===== src/rtl/seq_hex_fmt_pkg.sv =====
// Shared definitions for the sequencer print formatter: ASCII constants and FSM encodings.
package seq_definitions;

  localparam logic [7:0] CH_0  = 8'h30;
  localparam logic [7:0] CH_A  = 8'h41;
  localparam logic [7:0] CH_SP = 8'h20;
  localparam logic [7:0] CH_CR = 8'h0D;
  localparam logic [7:0] CH_LF = 8'h0A;

  typedef enum logic [2:0] {
    StIdle = 3'd0,
    StLoad = 3'd1,
    StWait = 3'd2,
    StStb  = 3'd3,
    StGap  = 3'd4
  } seq_state_e;

  // What the current line index points at.
  typedef enum logic [1:0] {
    KindDigit = 2'd0,
    KindSpace = 2'd1,
    KindCr    = 2'd2,
    KindLf    = 2'd3
  } byte_kind_e;

endpackage


===== src/rtl/seq_hex_fmt_if.sv =====
// Value-in / byte-out bus of the hex print formatter; master is the formatter side.
interface seq_hex_fmt_if #(
  parameter int unsigned DATA_W = 8
);
  logic [DATA_W-1:0] i_data;
  logic              i_valid;
  logic              o_busy;
  logic [7:0]        o_tx_data;
  logic              o_tx_stb;
  logic              i_tx_busy;
  logic              o_ovf;

  modport master (
    input  i_data, i_valid, i_tx_busy,
    output o_busy, o_tx_data, o_tx_stb, o_ovf
  );

  modport slave (
    output i_data, i_valid, i_tx_busy,
    input  o_busy, o_tx_data, o_tx_stb, o_ovf
  );
endinterface


===== src/rtl/seq_hex_ascii.sv =====
// Combinational nibble to uppercase ASCII hex character.
module seq_hex_ascii
  import seq_definitions::*;
(
  input  logic [3:0] nibble_i,
  output logic [7:0] ascii_o
);

  always_comb begin
    if (nibble_i < 4'd10) begin
      ascii_o = CH_0 + {4'b0000, nibble_i};
    end else begin
      ascii_o = CH_A + {4'b0000, nibble_i} - 8'd10;
    end
  end

endmodule


===== src/rtl/seq_hex_fmt.sv =====
// Captures a value, prints it as ASCII hex (MSB nibble first) with optional spaces and CR/LF,
// one byte per UART strobe/busy handshake.
module seq_hex_fmt
  import seq_definitions::*;
#(
  parameter int unsigned DATA_W   = 8,
  parameter int unsigned TERM_EN  = 1,
  parameter int unsigned SPACE_EN = 0
) (
  input logic           clk,
  input logic           rst,
  seq_hex_fmt_if.master bus
);

  localparam int unsigned NDIG    = (DATA_W + 3) / 4;
  localparam int unsigned CapW    = 4 * NDIG;
  // One space between value bytes; an odd leading digit forms its own byte.
  localparam int unsigned NSP     = (SPACE_EN != 0) ? (NDIG + 1) / 2 - 1 : 0;
  localparam int unsigned NTERM   = (TERM_EN != 0) ? 2 : 0;
  localparam int unsigned LineLen = NDIG + NSP + NTERM;
  localparam int unsigned IdxW    = $clog2(LineLen + 1);

  seq_state_e        state_q, state_d;
  logic [IdxW-1:0]   idx_q, idx_d;
  logic [CapW-1:0]   cap_q, cap_d;
  logic              busy_q, busy_d;
  logic [7:0]        tx_data_q, tx_data_d;
  logic              tx_stb_q, tx_stb_d;
  logic              ovf_q, ovf_d;

  logic [3:0]        nib;
  logic [7:0]        nib_ascii;
  logic [7:0]        sel_byte;
  byte_kind_e        kind;

  seq_hex_ascii u_ascii (
    .nibble_i (nib),
    .ascii_o  (nib_ascii)
  );

  // Walk the line layout (digits, interleaved spaces, CR, LF) to classify idx_q.
  always_comb begin
    int pos;
    nib  = '0;
    kind = KindLf;
    pos  = 0;
    for (int d = int'(NDIG) - 1; d >= 0; d--) begin
      if (int'(idx_q) == pos) begin
        nib  = cap_q[4*d +: 4];
        kind = KindDigit;
      end
      pos = pos + 1;
      if (SPACE_EN != 0 && d != 0 && (d % 2) == 0) begin
        if (int'(idx_q) == pos) begin
          kind = KindSpace;
        end
        pos = pos + 1;
      end
    end
    if (int'(idx_q) == pos) begin
      kind = KindCr;
    end
  end

  always_comb begin
    sel_byte = CH_LF;
    unique case (kind)
      KindDigit: sel_byte = nib_ascii;
      KindSpace: sel_byte = CH_SP;
      KindCr:    sel_byte = CH_CR;
      KindLf:    sel_byte = CH_LF;
      default:   sel_byte = CH_LF;
    endcase
  end

  always_comb begin
    state_d   = state_q;
    idx_d     = idx_q;
    cap_d     = cap_q;
    busy_d    = busy_q;
    tx_data_d = tx_data_q;
    tx_stb_d  = 1'b0;
    ovf_d     = ovf_q;

    if (bus.i_valid && busy_q) begin
      ovf_d = 1'b1;
    end

    unique case (state_q)
      StIdle: begin
        if (bus.i_valid) begin
          cap_d   = CapW'(bus.i_data);
          idx_d   = '0;
          busy_d  = 1'b1;
          state_d = StLoad;
        end
      end
      StLoad: begin
        tx_data_d = sel_byte;
        state_d   = StWait;
      end
      StWait: begin
        if (!bus.i_tx_busy) begin
          tx_stb_d = 1'b1;
          state_d  = StStb;
        end
      end
      StStb: begin
        state_d = StGap;
      end
      // Gives the UART its one-cycle busy latency before busy is looked at again.
      StGap: begin
        if (int'(idx_q) == int'(LineLen) - 1) begin
          busy_d  = 1'b0;
          state_d = StIdle;
        end else begin
          idx_d   = idx_q + 1'b1;
          state_d = StLoad;
        end
      end
      default: state_d = StIdle;
    endcase
  end

  always_ff @(posedge clk) begin
    if (rst) begin
      state_q   <= StIdle;
      idx_q     <= '0;
      cap_q     <= '0;
      busy_q    <= 1'b0;
      tx_data_q <= '0;
      tx_stb_q  <= 1'b0;
      ovf_q     <= 1'b0;
    end else begin
      state_q   <= state_d;
      idx_q     <= idx_d;
      cap_q     <= cap_d;
      busy_q    <= busy_d;
      tx_data_q <= tx_data_d;
      tx_stb_q  <= tx_stb_d;
      ovf_q     <= ovf_d;
    end
  end

  assign bus.o_busy    = busy_q;
  assign bus.o_tx_data = tx_data_q;
  assign bus.o_tx_stb  = tx_stb_q;
  assign bus.o_ovf     = ovf_q;

endmodule


===== src/flat_wrapper.sv =====
// flat-port wrapper written by rule: the top's interface ports become plain ports
module seq_hex_fmt_flat import seq_definitions::*;
#(
  parameter int unsigned DATA_W   = 8,
  parameter int unsigned TERM_EN  = 1,
  parameter int unsigned SPACE_EN = 0
)
  (clk, rst, bus_i_data, bus_i_valid, bus_i_tx_busy, bus_o_busy, bus_o_tx_data, bus_o_tx_stb, bus_o_ovf);
  seq_hex_fmt_if #(.DATA_W(DATA_W)) bus_i ();
  input logic clk;
  input logic rst;
  input wire logic [$bits(bus_i.i_data)-1:0] bus_i_data;
  input wire logic [$bits(bus_i.i_valid)-1:0] bus_i_valid;
  input wire logic [$bits(bus_i.i_tx_busy)-1:0] bus_i_tx_busy;
  output wire logic [$bits(bus_i.o_busy)-1:0] bus_o_busy;
  output wire logic [$bits(bus_i.o_tx_data)-1:0] bus_o_tx_data;
  output wire logic [$bits(bus_i.o_tx_stb)-1:0] bus_o_tx_stb;
  output wire logic [$bits(bus_i.o_ovf)-1:0] bus_o_ovf;
  assign bus_i.i_data = bus_i_data;
  assign bus_i.i_valid = bus_i_valid;
  assign bus_i.i_tx_busy = bus_i_tx_busy;
  assign bus_o_busy = bus_i.o_busy;
  assign bus_o_tx_data = bus_i.o_tx_data;
  assign bus_o_tx_stb = bus_i.o_tx_stb;
  assign bus_o_ovf = bus_i.o_ovf;
  seq_hex_fmt #(.DATA_W(DATA_W), .TERM_EN(TERM_EN), .SPACE_EN(SPACE_EN)) u_core (.clk(clk), .rst(rst), .bus(bus_i));
endmodule

===== config.mk =====
export PLATFORM = sky130hd
export DESIGN_NAME = seq_hex_fmt_flat
export DESIGN_NICKNAME = d
export VERILOG_FILES = /design/src/rtl/seq_hex_fmt_pkg.sv /design/src/rtl/seq_hex_fmt_if.sv /design/src/rtl/seq_hex_ascii.sv /design/src/rtl/seq_hex_fmt.sv /design/src/flat_wrapper.sv
export SDC_FILE = /design/constraint.sdc
export NUM_CORES = 1
export LEC_CHECK = 0
export CAP_MARGIN = 20
export CORE_MARGIN = 1.5
export CORE_UTILIZATION = 50
export DETAILED_ROUTE_END_ITERATION = 8
export PLACE_DENSITY = 0.82
export SLEW_MARGIN = 25
export SYNTH_ARGS = -nofsm -noshare
export SYNTH_HDL_FRONTEND = slang
export SYNTH_SLANG_ARGS = --single-unit

===== constraint.sdc =====
create_clock -name clk -period 2 [get_ports clk]
set_input_delay 0.2 -clock clk [delete_from_list [all_inputs] [get_ports clk]]
set_output_delay 0.2 -clock clk [all_outputs]
set_load 0.02 [all_outputs]

Word-level counts from Yosys, hierarchy flattened. Cells that the tools add are included.

Add/subtract/negate cells: 4. $mul: 0. Divide/modulo/power cells: 0. $lt $le $gt $ge: 1. Equality and inequality tests: 14. Shift operators: 0. Multiplexer cells: 18. Bitwise operators: 1. Reductions and logical operators: 10.

Operators by type and width (count): $pmux 8 s4 (1); $pmux 3 s5 (1); $mux 3 (4); $eq 3x2->1 const B (3); $eq 3x3->1 const B (3); $add 7x4->8 const A (1); $mux 4 (2); $mux 8 (1); $sub 8x4->8 const B (1); $add 6x4->7 const A (1); $logic_not 3->1 (2); $mux 2 (3); $ne 2x2->1 const B (3); $pmux 3 s2 (1); $reduce_and 3->1 (2); $eq 2x2->1 const B (2); $lt 4x4->1 const B (1); $mux 1 (4); $reduce_and 2->1 (2); $add 3x1->3 const B (1); $eq 3x1->1 const B (1); $eq 2x1->1 const B (1); $logic_not 2->1 (1); $ne 2x1->1 const B (1); other kinds (5) (5).

Register bits after elaboration: 25. Bits in latches: 0. Memory bits (writable): 0. Bits in read-only memories: 0. Input bits: 12. Output and inout port bits: 11. Memories kept: 0.

Longest topological paths before layout. Gate-level depths: netlist of run 1.

Depth in word-level cells: 7. Depth in mapped cells: 9. Depth with buffers taken out: 9.

Hierarchy. A second synthesis of run 1 with hierarchy kept.

Cell total of the unflattened synthesis: 149. Area total of the unflattened synthesis: 1249.9 um2.

Modules (own cells, without submodules): seq_hex_fmt (times used 1, cells each 133, area each 1144.8 um2, sequential area each 500.5 um2); seq_hex_ascii (times used 1, cells each 16, area each 105.1 um2, sequential area each 0.0 um2).

Worst setup path after synthesis of run 1. No wires, ideal clock.

Path kind: register -> register. From: register u_core.idx_q[1]. To: register u_core.tx_data_q[1], in the netlist u_core.bus.o_tx_data[1]. Library setup time: 74 ps. Data arrival time: 1693 ps. Data required time: 1926 ps. Setup slack: 233 ps. Stages on the path, launching flop included: 9. Buffers on the path: 0. Cell sequence: dfxtp_1 > inv_1 > ha_1 > nand3b_1 > a21oi_1 > inv_1 > ha_1 > a22o_1 > a31oi_1.

Cells in the longest elaborated chain, start to end: 7.

RTL lines: from (decl) (line seq_hex_fmt.sv:24) `logic [IdxW-1:0] idx_q, idx_d;`; from (signal assigned) (line seq_hex_fmt.sv:136) `idx_q <= idx_d;`; $logic_not 3->1 (line seq_hex_fmt.sv:48) `if (int'(idx_q) == pos) begin`; $mux 4 (2 in series) (line seq_hex_fmt.sv:48); $add 7x4->8 (line seq_hex_ascii.sv:13) `ascii_o = CH_A + {4'b0000, nibble_i} - 8'd10;`; $sub 8x4->8 (line seq_hex_ascii.sv:13); $mux 8 (line seq_hex_ascii.sv:10) `if (nibble_i < 4'd10) begin`; $pmux 8 s4 * (line seq_hex_fmt.sv:67) `unique case (kind)`; to (signal assigned) (line seq_hex_fmt.sv:139) `tx_data_q <= tx_data_d;`; to (decl) (line seq_hex_fmt.sv:27) `logic [7:0] tx_data_q, tx_data_d;`.

Every way passes the cells marked *; elsewhere a longest branch is shown, timed or not. A chain may end at the register's enable or synchronous reset.

Worst setup path after layout of run 1. Ends and elaborated chain as after synthesis.

==> impl_metrics.csv, run 1 <==
group,metric,value,unit
outcome,outcome,"finished clean",
timing,min_period_over_period,92.2,%
setup_path,path_max_fanout,9,
clocking,htree_levels,1,
min_path,hold_class,"in -> reg",
timing,fmax,542,MHz
route,wirelength,2340,um
clocking,cts_hold_buf,0,
final_layout,area_growth,24.2,%
synthesis,synth_most_common_cell,"nand2_1",
setup_path,required,2250,ps
synthesis,syn_inst,144,
floorplanning,coreArea,0.00219,sq mm
clocking,cts-root-buf,"clkbuf_4",
synthesis,synth_edf_count,0,
final_layout,drive_above_1_share,8.48,%
setup_path,crit_buf_inv,2,
final_layout,nFillCells,194,
synthesis,ys_top_cells_by_area,"dfxtp_1 (42%), nand2_1 (8.5%), a21oi_1 (7.4%)",
floorplanning,die_x,50.9,um
synthesis,yosys_register_bits,24,
floorplanning,start_util,52.3,%
synthesis,syn_nets,162,
clocking,clk_pin_slew_worst_paths,120,ps
route,vias,1038,
setup_path,path_delay_family,"compound AO/OA/AOI/OAI gates",
timing,hold_violations,0,
clocking,numCtsBuffers,3,
timing,setup_tns,0,ps
synthesis,synthArstFlopShare,0,%
timing,slew_headroom,59.4,%
floorplanning,die_y,50.9,um
setup_path,cp-start-kind,"register",
timing,slew_viol_final,0,
synthesis,yosys-top-cells-count,"nand2_1 (26), dfxtp_1 (24), a21oi_1 (17), nor2_1 (13)",
synthesis,synth_ff_type,"dfxtp_1",
floorplanning,io_pins,23,
synthesis,postSynthAreaPerCell,7.96,sq um
grt,grt_max_degree,15,
synthesis,ys_types,33,
grt,grt_overflow_total,0,
placed_design,io_buffers,21,
grt,grt_pass1_vias,945,
final_layout,diodes,0,
setup_path,path_common_cell,"inv_1",
clocking,cts_max_path_buffers,2,
final_layout,final_core_util,65.0,%
clocking,cts_tree,"built",
final_layout,num-nets-final,185,
floorplanning,num_rows,17,
synthesis,ys.warnings.count,0,
setup_path,critPathCaptureType,"register",
route,drtIter0Drc,14,
placed_design,place_congestion,0.886,
floorplanning,dieArea,0.00259,sq mm
synthesis,seq_area_frac_synth,41.9,%
setup_path,critPathKind,"reg -> reg",
clocking,cts_sinks,24,
pwr,ir_drop,0.434,mV
route,firstDrtPassIters,4,
grt,grt_antenna_before_repair,0,
timing,rsz0062_at_grt,"no",
timing,worstMarginPinSlew,603,ps
placed_design,hpwl,1750,um
final_layout,seqCellArea,483,sq um
timing,setup_viol,0,
grt,grt_pass1_wl,4060,um
synthesis,synth.top_cell.area_share,41.9,%
setup_path,cp.arrival,2090,ps
pwr,power_leakage,0.524,nW
job,cap_violations,0,
final_layout,multi_input_area,613,sq um
route,wl_per_cell,12.1,um
setup_path,slowest_stage,"dfxtp_2",
clocking,clock_latency,310,ps
route,drc,0,
setup_path,path_cells,"inv_1, ha_2, nand3b_1, a21oi_1, inv_1, ha_1, a22o_1, a31oi_1",
timing,post-route-min-period,1840,ps
timing,skew,2.97,ps
synthesis,syn_area,0.00115,sq mm
pwr,power.density,727,mW/mm^2
setup_path,critPathMaxStageDelay,380,ps
grt,grt_usage,20.3,%
route,vias_per_cell,5.38,
synthesis,yosysTopAreaCell,"dfxtp_1",
route,ant_nets,0,
-- stage by stage --
step / power [mW] / setup WS, ps / area [sq um] / std cells / hold WS, ps
after floorplan: 0.731 / 233 / 1150 / 144 / 277
after global placement: 0.829 / 92.0 / 1400 / 190 / 448
after detailed placement: 0.838 / 75.3 / 1400 / 190 / 450
after CTS: 1.04 / 34.4 / 1420 / 193 / 418
after global routing: 1.09 / 22.3 / 1420 / 193 / 409
final: 1.04 / 155 / 1420 / 193 / 421
-- power by group --
group / leakage, nW / internal, mW / switching (mW) / total [mW]
Sequential: 0.197 / 0.519 / 0.0213 / 0.540
Combinational: 0.313 / 0.135 / 0.153 / 0.287
Clock: 0.0138 / 0.0704 / 0.138 / 0.208
-- kinds of logic (layout without fill, tap and decap cells) --
| group | after synthesis | count (layout) | share of synthesized area [%] |
|---|---|---|---|
| buf+inv | 13 | 34 | 4.80 |
| simple gates | 63 | 63 | 26.5 |
| flops | 24 | 24 | 41.9 |
| compound gates | 36 | 36 | 19.1 |
| xor+xnor | 1 | 1 | 0.764 |
| fa+ha+maj | 6 | 6 | 6.55 |
| other cells | 1 | 1 | 0.327 |
-- layout make-up --
cell class / instances / share of cell area, %
Multi-Input combinational cell: 107 / 43.1
Sequential cell: 24 / 33.9
Timing Repair Buffer: 27 / 17.9
Tap cell: 28 / 2.46
Clock buffer: 3 / 1.58
Inverter: 4 / 1.05
-- routing by layer --
metal | GRT usage, % | part of all wire (%) | wire length, um | up-vias
li1 | - | - | - | 542
met1 | 27.0 | 47 | 1110 | 464
met2 | 33.1 | 47 | 1110 | 28
met3 | 2.63 | 4.1 | 96 | 4
met4 | 8.56 | 1.2 | 28 | 0
met5 | 0 | 0 | 0 | -
-- worst min-delay path, delay by kind of cell --
family / cells / cell delay, ps
AOI/OAI and AO/OA: 1 / 50
buffers and inverters: 1 / 390
and+or+nand+nor: 1 / 50
-- layout by cell type, fill, tap and decap left out, types with 2 or more instances in the layout --
| master | netlist | layout |
|---|---|---|
| nor4_1 | 2 | 2 |
| clkbuf_4 | 0 | 3 |
| nand3_1 | 4 | 4 |
| nand3b_1 | 4 | 4 |
| a21oi_1 | 17 | 17 |
| nor3_1 | 5 | 5 |
| o21ai_0 | 3 | 3 |
| ha_1 | 6 | 5 |
| a21o_1 | 4 | 4 |
| a31oi_1 | 4 | 4 |
| nor2_1 | 13 | 13 |
| dfxtp_1 | 24 | 22 |
| buf_4 | 1 | 6 |
| nor2b_1 | 2 | 2 |
| dfxtp_2 | 0 | 2 |
| nor3b_1 | 2 | 2 |
| nand2_1 | 26 | 26 |
| inv_1 | 4 | 4 |
| clkdlybuf4s50_1 | 0 | 21 |
-- path summary, 6_finish.rpt --
check	start	to	slack, ps	depth (start not counted)
hold reg to reg	u_core.cap_q[7]	u_core.cap_q[7]	470	2
setup reg to reg	u_core.idx_q[1]	u_core.bus.o_tx_data[1]	160	8
hold / removal	bus_i_data[5]	u_core.cap_q[5]	420	3
setup / recovery	u_core.idx_q[1]	u_core.bus.o_tx_data[1]	160	8
-- state kept, by name, indices dropped and copies added (netlist names) --
register and count:
u_core.cap_q 8, u_core.bus.o_tx_data 7, u_core.idx_q 3, u_core.state_q 3, u_core.bus.o_busy 1, u_core.bus.o_ovf 1
u_core.bus.o_tx_stb 1
-- repair_timing --
item                                    4_1_cts  5_1_grt
endpoints found under the setup margin        0        5
setup buffers                                 0        0
resized for setup                             0        3
Note: power is estimated with default switching activity, not from simulation.
==> inputs of run 2 (changes only) <==
--- a/config.mk
+++ b/config.mk
@@ -5,11 +5,12 @@
 export SDC_FILE = /design/constraint.sdc
 export NUM_CORES = 1
 export LEC_CHECK = 0
-export CAP_MARGIN = 20
+export CAP_MARGIN = 40
 export CORE_MARGIN = 1.5
 export CORE_UTILIZATION = 50
 export DETAILED_ROUTE_END_ITERATION = 8
 export PLACE_DENSITY = 0.82
+export SETUP_SLACK_MARGIN = 0.05
 export SLEW_MARGIN = 25
 export SYNTH_ARGS = -nofsm -noshare
 export SYNTH_HDL_FRONTEND = slang
==> constraint.sdc (replaced) <==
create_clock -name clk -period 2 [get_ports clk]
set_input_delay 0.4 -clock clk [delete_from_list [all_inputs] [get_ports clk]]
set_output_delay 0.4 -clock clk [all_outputs]
set_load 0.02 [all_outputs]
==> impl_metrics.csv, run 2 (synthesis gave the netlist of run 1 again) <==
group,metric,value,unit
timing,setup_ws,196,ps
placed_design,place_congestion,0.886,
grt,grt_pass1_vias,945,
clocking,cts_sinks,24,
final_layout,layout_commonest_cell,"nand2_1",
setup_path,required,2250,ps
setup_path,r2r_start,"u_core.idx_q[1]",
clocking,cts-root-buf,"clkbuf_4",
floorplanning,dieArea,0.00259,sq mm
final_layout,area_growth,25.0,%
grt,grt_pass1_wl,4060,um
grt,grt_overflow_total,0,
timing,skew,0.625,ps
route,wl_per_cell,12.1,um
pwr,ir_drop,0.433,mV
clocking,htree_levels,1,
floorplanning,start_util,52.3,%
pwr,power_leakage,0.524,nW
final_layout,largest_reg_flops,8,
grt,grt_max_degree,15,
timing,setup_tns,0,ps
outcome,outcome,"finished clean",
final_layout,drive_above_1_share,10.3,%
clocking,clk_pin_slew_worst_paths,120,ps
floorplanning,die_x,50.9,um
timing,worstMarginPinSlew,595,ps
route,ant_nets,0,
grt,grt_usage,20.3,%
pwr,power.density,726,mW/mm^2
floorplanning,num_rows,17,
timing,setup_viol,0,
route,wirelength,2340,um
route,drtIter0Drc,12,
final_layout,top_register,"u_core.cap_q",
floorplanning,io_pins,23,
grt,grt_antenna_before_repair,0,
clocking,numCtsBuffers,3,
placed_design,hpwl,1750,um
setup_path,crit_path_start,"u_core.idx_q[1]",
timing,fmax,554,MHz
floorplanning,coreArea,0.00219,sq mm
setup_path,cp-start-kind,"register",
setup_path,path_max_fanout,9,
timing,slew_headroom,60.0,%
route,drc,0,
clocking,cts_hold_buf,0,
setup_path,critPathCaptureType,"register",
placed_design,place_ws,75.3,ps
final_layout,diodes,0,
clocking,cts_tree,"built",
clocking,cts_max_path_buffers,2,
route,vias,1051,
timing,rsz0062_at_grt,"yes",
clocking,clock_latency,310,ps
route,vias_per_cell,5.45,
route,firstDrtPassIters,4,
min_path,hold_class,"reg -> reg",
min_path,worstHoldStart,"u_core.cap_q[7]",
setup_path,cp.arrival,2050,ps
setup_path,critPathKind,"reg -> reg",
final_layout,layout_common_cells,"nand2_1 (26), dfxtp_1 (22), clkdlybuf4s50_1 (21)",
timing,post-route-min-period,1800,ps
timing,slew_viol_final,0,
timing,min_period_over_period,90.2,%
final_layout,num-nets-final,185,
placed_design,io_buffers,21,
timing,hold_violations,0,
job,cap_violations,0,
floorplanning,die_y,50.9,um
[run 2: cell type report]
| class | instances | area, sq um |
|---|---|---|
| fillers | 193 | 758 |
| multi-input cells | 107 | 622 |
| flip-flops and latches | 24 | 483 |
| repair buffers | 27 | 255 |
| well taps | 28 | 35.0 |
| clock buffers | 3 | 22.5 |
| inverters | 4 | 15.0 |
[run 2: routing by layer]
| layer | global-route usage, % | share of wire, % |
|---|---|---|
| met1 | 27.0 | 47 |
| met2 | 33.1 | 48 |
| met3 | 2.63 | 4.6 |
| met4 | 8.56 | 1.2 |
| met5 | 0 | 0 |
[run 2: what timing repair did]
| action | 4_1_cts | 5_1_grt |
|---|---|---|
| cloned | 0 | 0 |
| setup buffers | 0 | 0 |
| endpoints found under the setup margin | 2 | 5 |
| pin swaps | 0 | 1 |
| resized for setup | 1 | 5 |
[run 2: critical path, stage by stage (launching register included)]
cell      delay [ps]
dfxtp_2          380
inv_1             70
ha_2             210
nand3b_1         160
a21oi_1          170
inv_1            130
ha_2             270
a22o_1           210
a31oi_1          140
[run 2: worst paths after layout]
kind	slack, ps	to	cells after the start
min reg2reg	470	u_core.cap_q[7]	2
max reg2reg	200	u_core.bus.o_tx_data[1]	8
max	200	u_core.bus.o_tx_data[1]	8
min	470	u_core.cap_q[7]	2
[run 2: report_power, final]
part           internal [mW]  total (mW)  leakage [nW]  switching (mW)
combinational          0.136       0.291         0.313           0.154
sequential             0.519       0.540         0.197          0.0212
clock                 0.0704       0.209        0.0138           0.139
total                  0.726        1.04         0.524           0.314
[run 2: stage by stage]
step                util, %  std cells  hold slack [ps]  power (mW)  area (sq um)
CTS                    64.8        193              468        1.04          1420
global route           65.4        193              478        1.10          1430
global placement       63.7        190              448       0.829          1400
floorplan                 -        144              431       0.731          1150
detailed placement     63.7        190              450       0.838          1400
finish                 65.4        193              467        1.04          1430
==> inputs of run 3 (changes only) <==
==> constraint.sdc (replaced) <==
create_clock -name clk -period 2 [get_ports clk]
set_input_delay 0.3 -clock clk [delete_from_list [all_inputs] [get_ports clk]]
set_output_delay 0.3 -clock clk [all_outputs]
set_load 0.02 [all_outputs]
==> results of run 3 <==
Final layout, timing and power as in run 2 (identical DEF).
